[src/rtl/sound_pkg.sv]
// Shared constants and types for the tug-of-war melody sequencer.
// Half-period values assume a 50 MHz clk.
package sound_pkg;

  localparam logic [15:0] HP_A5 = 16'd28409;
  localparam logic [15:0] HP_C6 = 16'd23877;
  localparam logic [15:0] HP_E6 = 16'd18953;
  localparam logic [15:0] HP_G6 = 16'd15944;
  localparam logic [15:0] HP_C7 = 16'd11944;

  localparam int LEN_P1  = 2;
  localparam int LEN_P2  = 2;
  localparam int LEN_WIN = 4;

  typedef enum logic [1:0] {MEL_P1, MEL_P2, MEL_WIN} melody_t;
  typedef enum logic [1:0] {S_IDLE, S_NOTE, S_GAP} state_t;

endpackage

[src/rtl/sound_sequencer_if.sv]
// Event inputs and note outputs between game logic, sequencer and tone generator.
interface sound_sequencer_if;
  logic        ev_p1;
  logic        ev_p2;
  logic        ev_win;
  logic        mute;
  logic [15:0] half_period;
  logic        tone_en;
  logic        busy;

  modport master (output ev_p1, ev_p2, ev_win, mute,
                  input  half_period, tone_en, busy);
  modport slave  (input  ev_p1, ev_p2, ev_win, mute,
                  output half_period, tone_en, busy);
endinterface

[src/rtl/melody_rom.sv]
// Combinational melody table: (melody, note index) -> half-period and note flags.
module melody_rom
  import sound_pkg::*;
(
  input  melody_t     mel,
  input  logic [1:0]  idx,
  output logic [15:0] half_period,
  output logic        last_note,
  output logic        long_note
);

  always_comb begin
    half_period = '0;
    last_note   = 1'b0;
    long_note   = 1'b0;
    case (mel)
      MEL_P1: begin
        case (idx)
          2'd0:    half_period = HP_A5;
          2'd1:    half_period = HP_E6;
          default: half_period = '0;
        endcase
        last_note = (idx == 2'(LEN_P1 - 1));
      end
      MEL_P2: begin
        case (idx)
          2'd0:    half_period = HP_E6;
          2'd1:    half_period = HP_A5;
          default: half_period = '0;
        endcase
        last_note = (idx == 2'(LEN_P2 - 1));
      end
      MEL_WIN: begin
        case (idx)
          2'd0:    half_period = HP_C6;
          2'd1:    half_period = HP_E6;
          2'd2:    half_period = HP_G6;
          default: half_period = HP_C7;
        endcase
        last_note = (idx == 2'(LEN_WIN - 1));
        // The closing fanfare note rings twice as long.
        long_note = last_note;
      end
      default: ;
    endcase
  end

endmodule

[src/rtl/sound_sequencer.sv]
// Event-driven melody sequencer feeding the square-wave tone generator.
// Win preempts pulls; any accepted event restarts its melody at note 0.
module sound_sequencer
  import sound_pkg::*;
#(
  parameter int NOTE_TICKS = 12_500_000,
  parameter int GAP_TICKS  = 1_250_000
) (
  input logic              clk,
  input logic              rst,
  sound_sequencer_if.slave bus
);

  localparam logic [24:0] NOTE_LD = 25'(NOTE_TICKS - 1);
  localparam logic [24:0] LONG_LD = 25'(2 * NOTE_TICKS - 1);
  localparam logic [24:0] GAP_LD  = 25'(GAP_TICKS - 1);

  state_t      state;
  melody_t     mel, nxt_mel;
  logic [1:0]  idx, nxt_idx;
  logic [24:0] cnt;
  logic [15:0] hp_q;
  logic        last_q;
  logic        start;
  logic [15:0] rom_hp;
  logic        rom_last, rom_long;

  always_comb begin
    start   = 1'b0;
    nxt_mel = mel;
    nxt_idx = idx + 2'd1;
    if (bus.ev_win) begin
      start   = 1'b1;
      nxt_mel = MEL_WIN;
    end else if ((bus.ev_p1 || bus.ev_p2) && !(state != S_IDLE && mel == MEL_WIN)) begin
      start   = 1'b1;
      nxt_mel = bus.ev_p1 ? MEL_P1 : MEL_P2;
    end
    if (start) nxt_idx = '0;
  end

  // Looks up the note about to be entered, either a restart or the next index.
  melody_rom u_rom (
    .mel         (nxt_mel),
    .idx         (nxt_idx),
    .half_period (rom_hp),
    .last_note   (rom_last),
    .long_note   (rom_long)
  );

  always_ff @(posedge clk or negedge rst) begin
    if (!rst) begin
      state  <= S_IDLE;
      mel    <= MEL_P1;
      idx    <= '0;
      cnt    <= '0;
      hp_q   <= '0;
      last_q <= 1'b0;
    end else if (start || (state == S_GAP && cnt == '0)) begin
      state  <= S_NOTE;
      mel    <= nxt_mel;
      idx    <= nxt_idx;
      cnt    <= rom_long ? LONG_LD : NOTE_LD;
      hp_q   <= rom_hp;
      last_q <= rom_last;
    end else begin
      case (state)
        S_NOTE: begin
          if (cnt == '0) begin
            if (last_q) begin
              state <= S_IDLE;
            end else begin
              state <= S_GAP;
              cnt   <= GAP_LD;
            end
          end else begin
            cnt <= cnt - 25'd1;
          end
        end
        S_GAP:   cnt <= cnt - 25'd1;
        default: ;
      endcase
    end
  end

  assign bus.half_period = hp_q;
  assign bus.tone_en     = (state == S_NOTE) && !bus.mute;
  assign bus.busy        = (state != S_IDLE);

endmodule

[src/flat_wrapper.sv]
// flat-port wrapper written by rule: the top's interface ports become plain ports
module sound_sequencer_flat import sound_pkg::*;
#(
  parameter int NOTE_TICKS = 12_500_000,
  parameter int GAP_TICKS  = 1_250_000
)
  (clk, rst, bus_ev_p1, bus_ev_p2, bus_ev_win, bus_mute, bus_half_period, bus_tone_en, bus_busy);
  sound_sequencer_if bus_i ();
  input logic clk;
  input logic rst;
  input wire logic [$bits(bus_i.ev_p1)-1:0] bus_ev_p1;
  input wire logic [$bits(bus_i.ev_p2)-1:0] bus_ev_p2;
  input wire logic [$bits(bus_i.ev_win)-1:0] bus_ev_win;
  input wire logic [$bits(bus_i.mute)-1:0] bus_mute;
  output wire logic [$bits(bus_i.half_period)-1:0] bus_half_period;
  output wire logic [$bits(bus_i.tone_en)-1:0] bus_tone_en;
  output wire logic [$bits(bus_i.busy)-1:0] bus_busy;
  assign bus_i.ev_p1 = bus_ev_p1;
  assign bus_i.ev_p2 = bus_ev_p2;
  assign bus_i.ev_win = bus_ev_win;
  assign bus_i.mute = bus_mute;
  assign bus_half_period = bus_i.half_period;
  assign bus_tone_en = bus_i.tone_en;
  assign bus_busy = bus_i.busy;
  sound_sequencer #(.NOTE_TICKS(NOTE_TICKS), .GAP_TICKS(GAP_TICKS)) u_core (.clk(clk), .rst(rst), .bus(bus_i));
endmodule
[config.mk]
export PLATFORM = sky130hd
export DESIGN_NAME = sound_sequencer_flat
export DESIGN_NICKNAME = d
export VERILOG_FILES = /design/src/rtl/sound_pkg.sv /design/src/rtl/sound_sequencer_if.sv /design/src/rtl/melody_rom.sv /design/src/rtl/sound_sequencer.sv /design/src/flat_wrapper.sv
export SDC_FILE = /design/constraint.sdc
export NUM_CORES = 1
export LEC_CHECK = 0
export ABC_CLOCK_PERIOD_IN_PS = 4950
export BUFFER_PORTS_ARGS = -buffer_cell sky130_fd_sc_hd__buf_2
export CORE_ASPECT_RATIO = 0.9
export CORE_UTILIZATION = 45
export CTS_BUF_LIST = sky130_fd_sc_hd__clkbuf_8
export DETAILED_ROUTE_END_ITERATION = 8
export SLEW_MARGIN = 25
export SYNTH_ARGS = -nofsm -noshare
export SYNTH_HDL_FRONTEND = slang
export SYNTH_HIERARCHICAL = 1
export SYNTH_SLANG_ARGS = --single-unit
[constraint.sdc]
create_clock -name clk -period 4.95 [get_ports clk]
set_input_delay 0.495 -clock clk [delete_from_list [all_inputs] [get_ports clk]]
set_output_delay 0.495 -clock clk [all_outputs]
set_load 0.005 [all_outputs]
# Yosys cells after proc, flatten, opt, wreduce, memory -nomap -nowiden
# Cells that the tools add are included.
dict set report totals {
  ram_bits 0
  input_bits 6
  mem_count 0
  mem_bits_ro 0
  output_inout_bits 18
  ff_bits 48
  elab_cells 56
  latch_bits 0
}
dict set report classes {
  div_mod_pow 0
  add_sub_neg 2
  n_eq_ne 9
  shifts 0
  multipliers 0
  n_lt_le_gt_ge 0
  bitwise_logic 0
  n_reduce_logical 18
  mux 21
}
# cell count
set ops {}
lappend ops {{$mux W25} 4}
lappend ops {{$pmux W15 S3} 2}
lappend ops {{$pmux W15 S2} 2}
lappend ops {{$pmux W25 S2} 1}
lappend ops {{$logic_not A25 Y1} 1}
lappend ops {{$sub A25 B1 Y25 const B} 1}
lappend ops {{$mux W2} 7}
lappend ops {{$eq A2 B2 Y1 const B} 5}
lappend ops {{$eq A2 B1 Y1 const B} 3}
lappend ops {{$reduce_bool A2 Y1} 3}
lappend ops {{$logic_and A1 B1 Y1} 4}
lappend ops {{$logic_not A2 Y1} 2}
lappend ops {{$mux W1} 4}
lappend ops {{$ne A4 B4 Y1 const B} 1}
lappend ops {{$reduce_and A2 Y1} 2}
lappend ops {{$reduce_bool A3 Y1} 1}
lappend ops {{$add A2 B1 Y2 const B} 1}
lappend ops {{$logic_not A1 Y1} 2}
lappend ops {{$logic_or A1 B1 Y1} 2}
lappend ops {{$pmux W1 S2} 1}
lappend ops {{$reduce_or A2 Y1} 1}

# Depth between registers and ports, before layout
# Gate-level depths: netlist (run 1).
dict set report logic_depth {
  ltp_word 11
  depth_mapped 10
  ltp_nobuf 9
}

# Hierarchy
# Netlist (run 1), hierarchy kept.
# mod n_inst seq_area_each_um2 cells_each area_per_inst_um2
set by_module_without_submodules {}
lappend by_module_without_submodules {sound_sequencer 1 1201.2 288 2528.7}
lappend by_module_without_submodules {melody_rom 1 0.0 28 195.2}

# Worst setup path after synthesis (run 1)
# OpenSTA, ideal clock, no wires.
dict set report synth_timing {
  path_kind {register -> register}
  from {register u_core.state[0]}
  to {register u_core.cnt[17]}
  path_stages_with_launch 11
  synth_period_minus_slack_ns 2.505
  arrival_ns 2.379
  path_buffers 1
  setup_ns 0.127
  required_time_ns 4.823
  setup_slack_ns 2.445
  cell_sequence {dfrtp_1 > nor2_1 > o32ai_2 > nand2b_1 > clkbuf_1 > nor2_1 > nand3b_1 > nor2_1 > o21ai_0 > nand2_1 > o2bb2a_1}
}
dict set report synth_between {
  elab_chain_len 11
  elab_cells_between_ends 22
  classes_between {5 x eq/ne; 9 x mux; 8 x reduce/logical}
}
# item line_no
set synth_lines {}
lappend synth_lines {{start, declared} sound_sequencer.sv:18} ;# state_t state;
lappend synth_lines {{start signal, assigned} sound_sequencer.sv:53} ;# state <= S_IDLE;
lappend synth_lines {{start signal, assigned} sound_sequencer.sv:60} ;# state <= S_NOTE;
lappend synth_lines {{start signal, assigned} sound_sequencer.sv:71} ;# state <= S_IDLE;
lappend synth_lines {{$reduce_bool A2 Y1} sound_sequencer.sv:35} ;# end else if ((bus.ev_p1 || bus.ev_p2) && !(state != S_IDLE && mel == MEL_WIN)) begin
lappend synth_lines {{$logic_and A1 B1 Y1} sound_sequencer.sv:35}
lappend synth_lines {{$logic_not A1 Y1} sound_sequencer.sv:35}
lappend synth_lines {{$logic_and A1 B1 Y1} sound_sequencer.sv:35}
lappend synth_lines {{$mux W1} sound_sequencer.sv:35}
lappend synth_lines {{$mux W1} sound_sequencer.sv:32} ;# if (bus.ev_win) begin
lappend synth_lines {{$mux W2} sound_sequencer.sv:39} ;# if (start) nxt_idx = '0;
lappend synth_lines {{net u_core.nxt_idx[1]} sound_sequencer.sv:20} ;# logic [1:0] idx, nxt_idx;
lappend synth_lines {{$eq A2 B2 Y1} melody_rom.sv:40} ;# last_note = (idx == 2'(LEN_WIN - 1));
lappend synth_lines {{$mux W1} melody_rom.sv:16} ;# case (mel)
lappend synth_lines {{net u_core.rom_long} sound_sequencer.sv:26} ;# logic rom_last, rom_long;
lappend synth_lines {{$mux W25} sound_sequencer.sv:63} ;# cnt <= rom_long ? LONG_LD : NOTE_LD;
lappend synth_lines {{$mux W25} sound_sequencer.sv:59} ;# end else if (start || (state == S_GAP && cnt == '0)) begin
lappend synth_lines {{end signal, assigned} sound_sequencer.sv:63}
lappend synth_lines {{end signal, assigned} sound_sequencer.sv:77} ;# cnt <= cnt - 25'd1;
lappend synth_lines {{end signal, assigned} sound_sequencer.sv:80} ;# S_GAP: cnt <= cnt - 25'd1;
lappend synth_lines {{end, declared} sound_sequencer.sv:21} ;# logic [24:0] cnt;
# The timed path passes the listed nets, and every way through them passes these cells.
# A chain may end at the register's enable or synchronous reset.

# Final worst setup path (run 1)
dict set report layout_timing {
  from {register u_core.cnt[0]}
  to {register u_core.idx[1]}
}
dict set report layout_between {
  elab_chain_len 3
}
# item line_no
set layout_lines {}
lappend layout_lines {{$logic_not A25 Y1} sound_sequencer.sv:59}
lappend layout_lines {{$logic_and A1 B1 Y1} sound_sequencer.sv:59}
lappend layout_lines {{$logic_or A1 B1 Y1} sound_sequencer.sv:59}
lappend layout_lines {{end signal, assigned} sound_sequencer.sv:62} ;# idx <= nxt_idx;
lappend layout_lines {{end, declared} sound_sequencer.sv:20}
# No other way between the ends.

==> impl_metrics.ini, run 1 <==
[grt]
antenna_found_initial = 0
grt_max_degree = 49
track_usage_pct = 20.3
grt_pass1_wl_um = 10100
overflow = 0
grt_pass1_vias = 2022

[sta]
worst_pin_slew_ps = 943
finalCriticalPeriod_ps = 3350
fin_crit_sh_pct = 67.6
skew_ps = 11.7
fmax_ghz = 0.299
grt_setup_unrepaired = false
final_max_slew_viol_count = 0
hold_violations = 0
setup_violations = 0
tns_ps = 0
maxSlewHeadroom_pct = 37.1

[synth]
yosysSeqAreaShare_pct = 44.1
synth_edf_count = 0
yosys_warnings = 6
synth_seq_cells = 48
syn_area_um2 = 2720
syn_area_per_cell_um2 = 8.62
synth-main-ff-cell = dfrtp_1
synthCells = 316
ys_types = 59
synth-async-reset-ratio_pct = 100

[layout]
drive_above_1_share_pct = 14.8
fillerInstances = 556
area_delta_synth_final_pct = 9.74
final_nets = 337
diodes = 0

[floorplan]
initial_core_util_pct = 47.3
die_height_um = 75.8
rows = 26
coreArea_um2 = 5760
io_pins = 24
die_w_um = 84.0
die_area_um2 = 6370

[setup_path]
critPathRequiredTime_ps = 5140
critPathArrivalTime_ps = 3540
worstRegToRegCells = 7
critical_path_class = flop to flop
end_kind = flop
cp-start-kind = flop
reg2reg_from = u_core/cnt[0]
timing.rr.end = u_core/idx[1]
ff2ff_setup_slack_ps = 1600
crit_fanout = 23

[pwr]
ir_drop_uv = 180
leakagePower_nw = 1.26
finalPower_w = 0.000907
p_per_area_nw_per_um2 = 304

[clock_tree]
cts.hold.buffers_added = 0
path_clk_slew_ps = 90
worst_skew_pair.late_latency_ps = 300
cts_root_buf = clkbuf_8
postCtsSetupBuffers = 0
cts_resized = 0
cts_max_level = 2
clock_path_buffers = 2
clock-sinks = 48
cts_tree = done
cts_buffers = 5

[worst_hold_path]
hold_path_class = input port to async pin

[drt]
detail-route-antenna-nets = 0
vias = 2340
dr.first_iter.drc_count = 159
routedWlPerCell_um = 15.6
wl_um = 6250
drt-vias-per-instance = 5.84
post-route-drc-count = 8
dr.pass1.iters = 6

[placed_design]
hpwl_um = 4300
gp_congestion = 0.879
portBuffers = 23

[job]
drv_cap = 0

[run_status]
outcome = finished with violations
violations = DRC
## metrics by stage
| stage | std cells | setup WS (ps) | hold slack, ps | area [um^2] | utilization (%) |
|---|---|---|---|---|---|
| 2_1_floorplan | 317 | 2440 | 199 | 2730 | - |
| 3_3_place_gp | 393 | 1670 | 446 | 2840 | 49.4 |
| 3_5_place_dp | 393 | 1640 | 451 | 2850 | 49.4 |
| 4_1_cts | 401 | 1610 | 221 | 2980 | 51.8 |
| 5_1_grt | 401 | 1390 | 238 | 2990 | 51.9 |
| 6_report | 401 | 1600 | 188 | 2990 | 51.9 |
## kinds of logic (layout without fill, tap and decap cells)
kind of cell    count (synthesis)  in the layout  synth area share (%)
buf+inv                        25             39                  4.69
mux                             1              1                 0.413
xor+xnor                        4              4                  1.29
compound gates                 68             68                  17.3
fa+ha+maj                       1              1                 0.459
simple gates                  168            168                  31.6
other cells                     1              2                 0.138
flops                          48             48                  44.1
## cell type report
cell class / count / area [um^2] / share of cell area, %
multi-input cells: 244 / 1400 / 47.0
well taps: 70 / 87.6 / 2.93
repair buffers: 26 / 140 / 4.69
clock inverters: 3 / 68.8 / 2.30
clock buffers: 5 / 68.8 / 2.30
flip-flops and latches: 48 / 1200 / 40.2
inverters: 5 / 18.8 / 0.628
## worst max-delay path by stage
stage                          from              to  slack (ps)  depth (start not counted)
global placement      u_core/cnt[0]   u_core/idx[1]        1670                          7
finish                u_core/cnt[0]   u_core/idx[1]        1600                          7
global route          u_core/cnt[0]   u_core/idx[1]        1390                          7
detailed placement    u_core/cnt[0]   u_core/idx[1]        1640                          7
floorplan           u_core/state[0]  u_core/cnt[17]        2440                         10
CTS                   u_core/cnt[0]   u_core/idx[1]        1610                          7
## metal layers
layer  vias to the layer above  wire, um  GRT usage, %
met2                        38      2710          29.8
li1                       1160         -             -
met3                         7       168          3.47
met5                         -         0             0
met1                      1135      3300          30.5
met4                         0        68          6.70
## critical path: stages, from the launching register on
cell and delay [ps]:
dfrtp_1 440, inv_1 80, ha_1 190, nor3b_2 350, nand4_2 240, or4_1 740
o21ai_2 820, mux2_1 380
## registers in the layout (all words and copies together) (netlist names)
name                    cells
u_core/last_q               1
u_core/mel                  2
u_core/cnt                 25
u_core/idx                  2
u_core/state                2
u_core/bus.half_period     16
## synth_stat cells (all sizes together) (2+ instances only)
library cell / instances / area [um^2]
nand2: 79 / 297
dfrtp: 48 / 1200
nor2: 23 / 86.3
a21oi: 15 / 75.1
o21ai: 15 / 78.8
buf: 13 / 82.6
nand3: 11 / 60.1
nor3: 10 / 55.1
nor4: 9 / 96.3
or4: 8 / 63.8
clkbuf: 7 / 26.3
a31oi: 5 / 31.3
inv: 5 / 18.8
nand2b: 5 / 31.3
nand4: 5 / 37.5
nor2b: 4 / 25.0
o31ai: 4 / 35.0
or3: 4 / 25.0
xnor2: 4 / 35.0
a211oi: 3 / 22.5
a22o: 3 / 26.3
nand3b: 3 / 22.5
o211ai: 3 / 27.5
a21o: 2 / 15.0
a41oi: 2 / 17.5
nor3b: 2 / 20.0
o22a: 2 / 17.5
o22ai: 2 / 12.5
o2bb2ai: 2 / 17.5
## cells in the final DEF (no fill, tap or decap), drive strengths merged, types with 4 or more instances in the layout
cell type  Yosys  final
or4            8      8
nand4          5      5
a31oi          5      5
inv            5      6
nand2b         5      5
xnor2          4      4
buf           13     26
nand3         11     11
nor4           9      9
nand2         79     79
a21oi         15     15
clkbuf         7      5
or3            4      4
nor3          10     10
nor2          23     23
nor2b          4      4
o21ai         15     15
dfrtp         48     48
o31ai          4      4
## report_power, final
group / total, W / switching, W / internal, W
Clock: 0.000339 / 0.000136 / 0.000203
Sequential: 0.000442 / 0.0000209 / 0.000421
Combinational: 0.000126 / 0.0000763 / 0.0000499
Total: 0.000907 / 0.000233 / 0.000674
No activity file was read; power rests on OpenSTA's default activity.
==> run 2: changes to the inputs <==
--- a/config.mk
+++ b/config.mk
@@ -5,12 +5,13 @@
 export SDC_FILE = /design/constraint.sdc
 export NUM_CORES = 1
 export LEC_CHECK = 0
-export ABC_CLOCK_PERIOD_IN_PS = 4950
+export ABC_CLOCK_PERIOD_IN_PS = 2900
 export BUFFER_PORTS_ARGS = -buffer_cell sky130_fd_sc_hd__buf_2
 export CORE_ASPECT_RATIO = 0.9
 export CORE_UTILIZATION = 45
 export CTS_BUF_LIST = sky130_fd_sc_hd__clkbuf_8
 export DETAILED_ROUTE_END_ITERATION = 8
+export PLACE_DENSITY = 0.65
 export SLEW_MARGIN = 25
 export SYNTH_ARGS = -nofsm -noshare
 export SYNTH_HDL_FRONTEND = slang
==> constraint.sdc (replaced) <==
create_clock -name clk -period 2.9 [get_ports clk]
set_input_delay 0.29 -clock clk [delete_from_list [all_inputs] [get_ports clk]]
set_output_delay 0.29 -clock clk [all_outputs]
set_load 0.005 [all_outputs]
==> run 2 against run 1 <==
Against the previous run:
- the flow finishes with violations (DRC, hold timing)
- power is 64% higher
- worst hold slack worse by 190 ps
- clock power is 51% higher
- maximum frequency is 24% higher
- routed wire length is 0.88% lower
- clock skew is 6.3 ps lower
- flip-flop and latch count stayed put
- register-to-register slack worse by 1400 ps
- count of clock-buffer cells in the layout is 1 higher
- global-route usage is 0.086 points lower
- cell count is 3.2% higher
- critical path type unchanged
- critical endpoint is now u_core/cnt[17]
- largest cell class unchanged
- highest routed layer unchanged
==> impl_metrics.ini, run 2 (same netlist as run 1, synthesis figures left out) <==
[run_status]
outcome = finished with violations
violations = DRC, hold timing

[clock_tree]
cts_buffers = 5
clock_path_buffers = 2
cts_tree = done
path_clk_slew_ps = 90
worst_skew_pair.late_latency_ps = 300
postCtsSetupBuffers = 0
cts_max_level = 2
cts.hold.buffers_added = 0
cts_resized = 0
clock-sinks = 48
cts_root_buf = clkbuf_8

[layout]
finalCoreUtilization_pct = 53.2
fillerInstances = 545
final_cell_mix = nand2_1 (79), dfrtp_1 (48), nor2_1 (23)
drive_above_1_share_pct = 17.7
top_register = u_core/cnt
final_common_cell = nand2_1
diodes = 0
largest_reg_flops = 25
final_nets = 350
area_delta_synth_final_pct = 12.5

[floorplan]
die_area_um2 = 6370
coreArea_um2 = 5760
initial_core_util_pct = 47.3
die_height_um = 75.8
rows = 26
die_w_um = 84.0
io_pins = 24

[sta]
hold_violations = 5
whs_ps = -5.84
finalCriticalPeriod_ps = 2710
skew_ps = 5.47
worst_pin_slew_ps = 661
final_max_slew_viol_count = 0
fin_crit_sh_pct = 93.4
tns_ps = 0
fmax_ghz = 0.369
setup_violations = 0
maxSlewHeadroom_pct = 55.6
grt_setup_unrepaired = false

[pwr]
leakagePower_nw = 1.32
p_per_area_nw_per_um2 = 485
ir_drop_uv = 263

[setup_path]
end_kind = flop
crit_fanout = 12
cp-start-kind = flop
critical_path_class = flop to flop
critPathRequiredTime_ps = 3090
critPathArrivalTime_ps = 2900

[drt]
post-route-drc-count = 8
dr.first_iter.drc_count = 250
dr.pass1.iters = 6
routedWlPerCell_um = 15.0
detail-route-antenna-nets = 0
wl_um = 6200
drt-vias-per-instance = 5.80
vias = 2403

[grt]
grt_max_degree = 49
grt_pass1_wl_um = 10000
track_usage_pct = 20.2
antenna_found_initial = 0
grt_pass1_vias = 2010
overflow = 0

[placed_design]
portBuffers = 23
gp_congestion = 0.915
hpwl_um = 4390

[job]
drv_cap = 0

[worst_hold_path]
hold_path_class = input port to async pin
-- run 2: layout make-up --
| class | instances | area (um^2) | share of cell area, % |
|---|---|---|---|
| inverter | 5 | 18.8 | 0.612 |
| tap | 70 | 87.6 | 2.86 |
| sequential | 48 | 1200 | 39.2 |
| timing repair buffer | 39 | 238 | 7.76 |
| multi-input combinational | 244 | 1400 | 45.6 |
| clock buffer | 6 | 82.6 | 2.69 |
| clock inverter | 2 | 38.8 | 1.27 |
-- run 2: final timing paths --
check	start	end	slack [ps]	cells past startpoint
max reg2reg	u_core/cnt[0]	u_core/cnt[17]	190	9
max	u_core/cnt[0]	u_core/cnt[17]	190	9
min	rst	u_core/cnt[2]	-6	1
min in group clk	bus_ev_p1	u_core/mel[0]	200	2
max in group asynchronous	rst	u_core/state[0]	2500	1
min reg2reg	u_core/bus.half_period[0]	u_core/bus.half_period[0]	460	2
-- run 2: layer usage --
metal	vias up	global-route usage (%)	wire (um)
met5	-	0	0
met1	1145	30.0	3090
met3	7	3.68	371
li1	1173	-	-
met2	78	30.5	2670
met4	0	5.56	68
-- run 2: critical path, cell delays in order (launching register included) --
cell	delay (ps)
dfrtp_1	440
inv_1	80
ha_1	190
nor3b_2	350
nand4_2	240
o31ai_2	300
buf_4	180
and2_1	430
a21oi_1	70
o2bb2a_1	310
-- run 2: report_power, final --
| part | switching, W | total [W] | internal (W) |
|---|---|---|---|
| clock network | 0.000230 | 0.000512 | 0.000282 |
| logic | 0.000128 | 0.000221 | 0.0000930 |
| registers | 0.0000361 | 0.000754 | 0.000718 |
-- run 2: metrics by stage --
step / cell area, um^2 / setup WS [ps] / hold WS [ps] / power (W) / std cells
after detailed placement: 2940 / 239 / 350 / 0.000991 / 406
after global routing: 3070 / 57.4 / 40.4 / 0.00157 / 414
after global placement: 2940 / 330 / 446 / 0.000987 / 406
after CTS: 3070 / 209 / 17.2 / 0.00150 / 414
final: 3070 / 191 / -5.84 / 0.00149 / 414
after floorplan: 2730 / 395 / -5.59 / 0.000906 / 317
==> run 3: changes to the inputs <==
--- a/config.mk
+++ b/config.mk
@@ -7,7 +7,7 @@
 export LEC_CHECK = 0
 export ABC_CLOCK_PERIOD_IN_PS = 2900
 export BUFFER_PORTS_ARGS = -buffer_cell sky130_fd_sc_hd__buf_2
-export CORE_ASPECT_RATIO = 0.9
+export CORE_ASPECT_RATIO = 1.25
 export CORE_UTILIZATION = 45
 export CTS_BUF_LIST = sky130_fd_sc_hd__clkbuf_8
 export DETAILED_ROUTE_END_ITERATION = 8
==> run 3 against run 2 <==
Against the previous run:
- the run now ends clean
- clock power is 21% lower
- cell count is 0.48% lower
- die area hardly changed
- flip-flop and latch count stayed put
- non-clock buffer count is 2 higher
- combinational power hardly changed
- global-route usage is 2.0 points higher
- first-iteration DRC count is 46% lower
- critical path type unchanged
- worst hold slack better by 50 ps
==> impl_metrics.ini, run 3 (same netlist as run 1, synthesis figures left out) <==
[grt]
grt_pass1_wl_um = 10900
track_usage_pct = 22.2
overflow = 0
grt_pass1_vias = 2305
antenna_found_initial = 0
grt_max_degree = 33

[sta]
setup_violations = 0
fmax_ghz = 0.380
finalCriticalPeriod_ps = 2630
worst_pin_slew_ps = 746
skew_ps = 8.22
final_max_slew_viol_count = 0
grt_setup_unrepaired = false
maxSlewHeadroom_pct = 50.3
fin_crit_sh_pct = 90.6
hold_violations = 0
finalWorstSetupSlack_ps = 272
tns_ps = 0

[setup_path]
crit_family = simple AND/OR/NAND/NOR gates
critPathBufInv = 2
cp-start-kind = flop
end_kind = flop
crit_fanout = 17
critPathSlowestCell = or4_1
critPathRequiredTime_ps = 3140
critical_path_class = flop to flop
crit_chain = inv_1 -> ha_1 -> nor3b_2 -> nand4_2 -> or4_1 -> o21ai_2 -> buf_4 -> nand2_1 -> nand2_1
critPathArrivalTime_ps = 2870
worst_path_most_repeated_cell = nand2_1
slowest_delay_ps = 550

[layout]
final_cells = 412
area_delta_synth_final_pct = 11.6
final_nets = 352
top_register = u_core/cnt
regArea_um2 = 1200
diodes = 0
final_cell_mix = nand2_1 (79), dfrtp_1 (48), buf_2 (23), nor2_1 (23), buf_4 (18)
largest_reg_flops = 25
multi_input_area_um2 = 1400
drive_above_1_share_pct = 18.2
final_common_cell = nand2_1
fillerInstances = 559

[floorplan]
io_pins = 24
die_area_um2 = 6370
die_w_um = 71.6
initial_core_util_pct = 46.8
die_height_um = 89.0
coreArea_um2 = 5820
rows = 31

[placed_design]
hpwl_um = 4670
gp_congestion = 0.937
dp_cells = 404
place_ws_ps = 298
portBuffers = 23

[clock_tree]
path_clk_slew_ps = 90
cts_resized = 0
cts_tree = done
postCtsSetupBuffers = 0
cts_max_level = 2
worst_skew_pair.late_latency_ps = 300
cts_root_buf = clkbuf_8
cts.hold.buffers_added = 0
cts_buffers = 5
clock_path_buffers = 2
clock-sinks = 48

[drt]
post-route-drc-count = 0
vias = 2442
dr.pass1.iters = 4
routedWlPerCell_um = 15.7
wl_um = 6450
detail-route-antenna-nets = 0
dr.first_iter.drc_count = 134
drt-vias-per-instance = 5.93

[job]
drv_cap = 0

[pwr]
p_per_area_nw_per_um2 = 454
leakagePower_nw = 1.32
ir_drop_uv = 265

[worst_hold_path]
hold_path_class = input port to async pin

[run_status]
outcome = finished clean
-- run 3: final timing paths --
kind,from,endpoint,slack [ps],cells after the start
max,u_core/cnt[0],u_core/bus.half_period[10],270,9
min,rst,u_core/cnt[18],40,1
max in group asynchronous,rst,u_core/cnt[21],2140,2
min reg2reg,u_core/bus.half_period[13],u_core/bus.half_period[13],470,2
min in group clk,bus_ev_p1,u_core/mel[0],180,2
max reg2reg,u_core/cnt[0],u_core/bus.half_period[10],270,9
-- run 3: per-layer routing --
layer  part of all wire, %  track usage, %
met5                     0               0
met4                   2.1            11.4
met3                   4.0            3.61
met2                    50            37.3
met1                    44            28.0
-- run 3: final cells by class --
type | count | area share, %
clock buffer | 5 | 2.26
clock inverter | 3 | 0.618
inverter | 5 | 0.618
multi-input combinational | 244 | 46.0
sequential | 48 | 39.5
tap | 66 | 2.72
timing repair buffer | 41 | 8.23
-- run 3: worst register-to-register path: cells and delay by family, from the launching register on --
kind                       cells  cell delay (ps)
DFF                            1              440
and+or+nand+nor                5             1260
buffers and inverters          2              370
adders and majority gates      1              190
AOI/OAI and AO/OA              1              320
-- run 3: metrics by stage --
step | instance area [um^2] | total power, W | utilization [%] | hold slack (ps)
2_1_floorplan | 2730 | 0.000906 | - | -5.59
3_3_place_gp | 2950 | 0.000989 | 50.7 | 401
6_report | 3040 | 0.00138 | 52.2 | 43.9
3_5_place_dp | 2950 | 0.000992 | 50.7 | 418
4_1_cts | 3040 | 0.00140 | 52.2 | 76.5
5_1_grt | 3040 | 0.00146 | 52.2 | 103
-- run 3: report_power, final --
part           switching, W  internal, W
combinational      0.000128    0.0000928
clock              0.000233     0.000169
sequential        0.0000378     0.000718
total              0.000400     0.000980
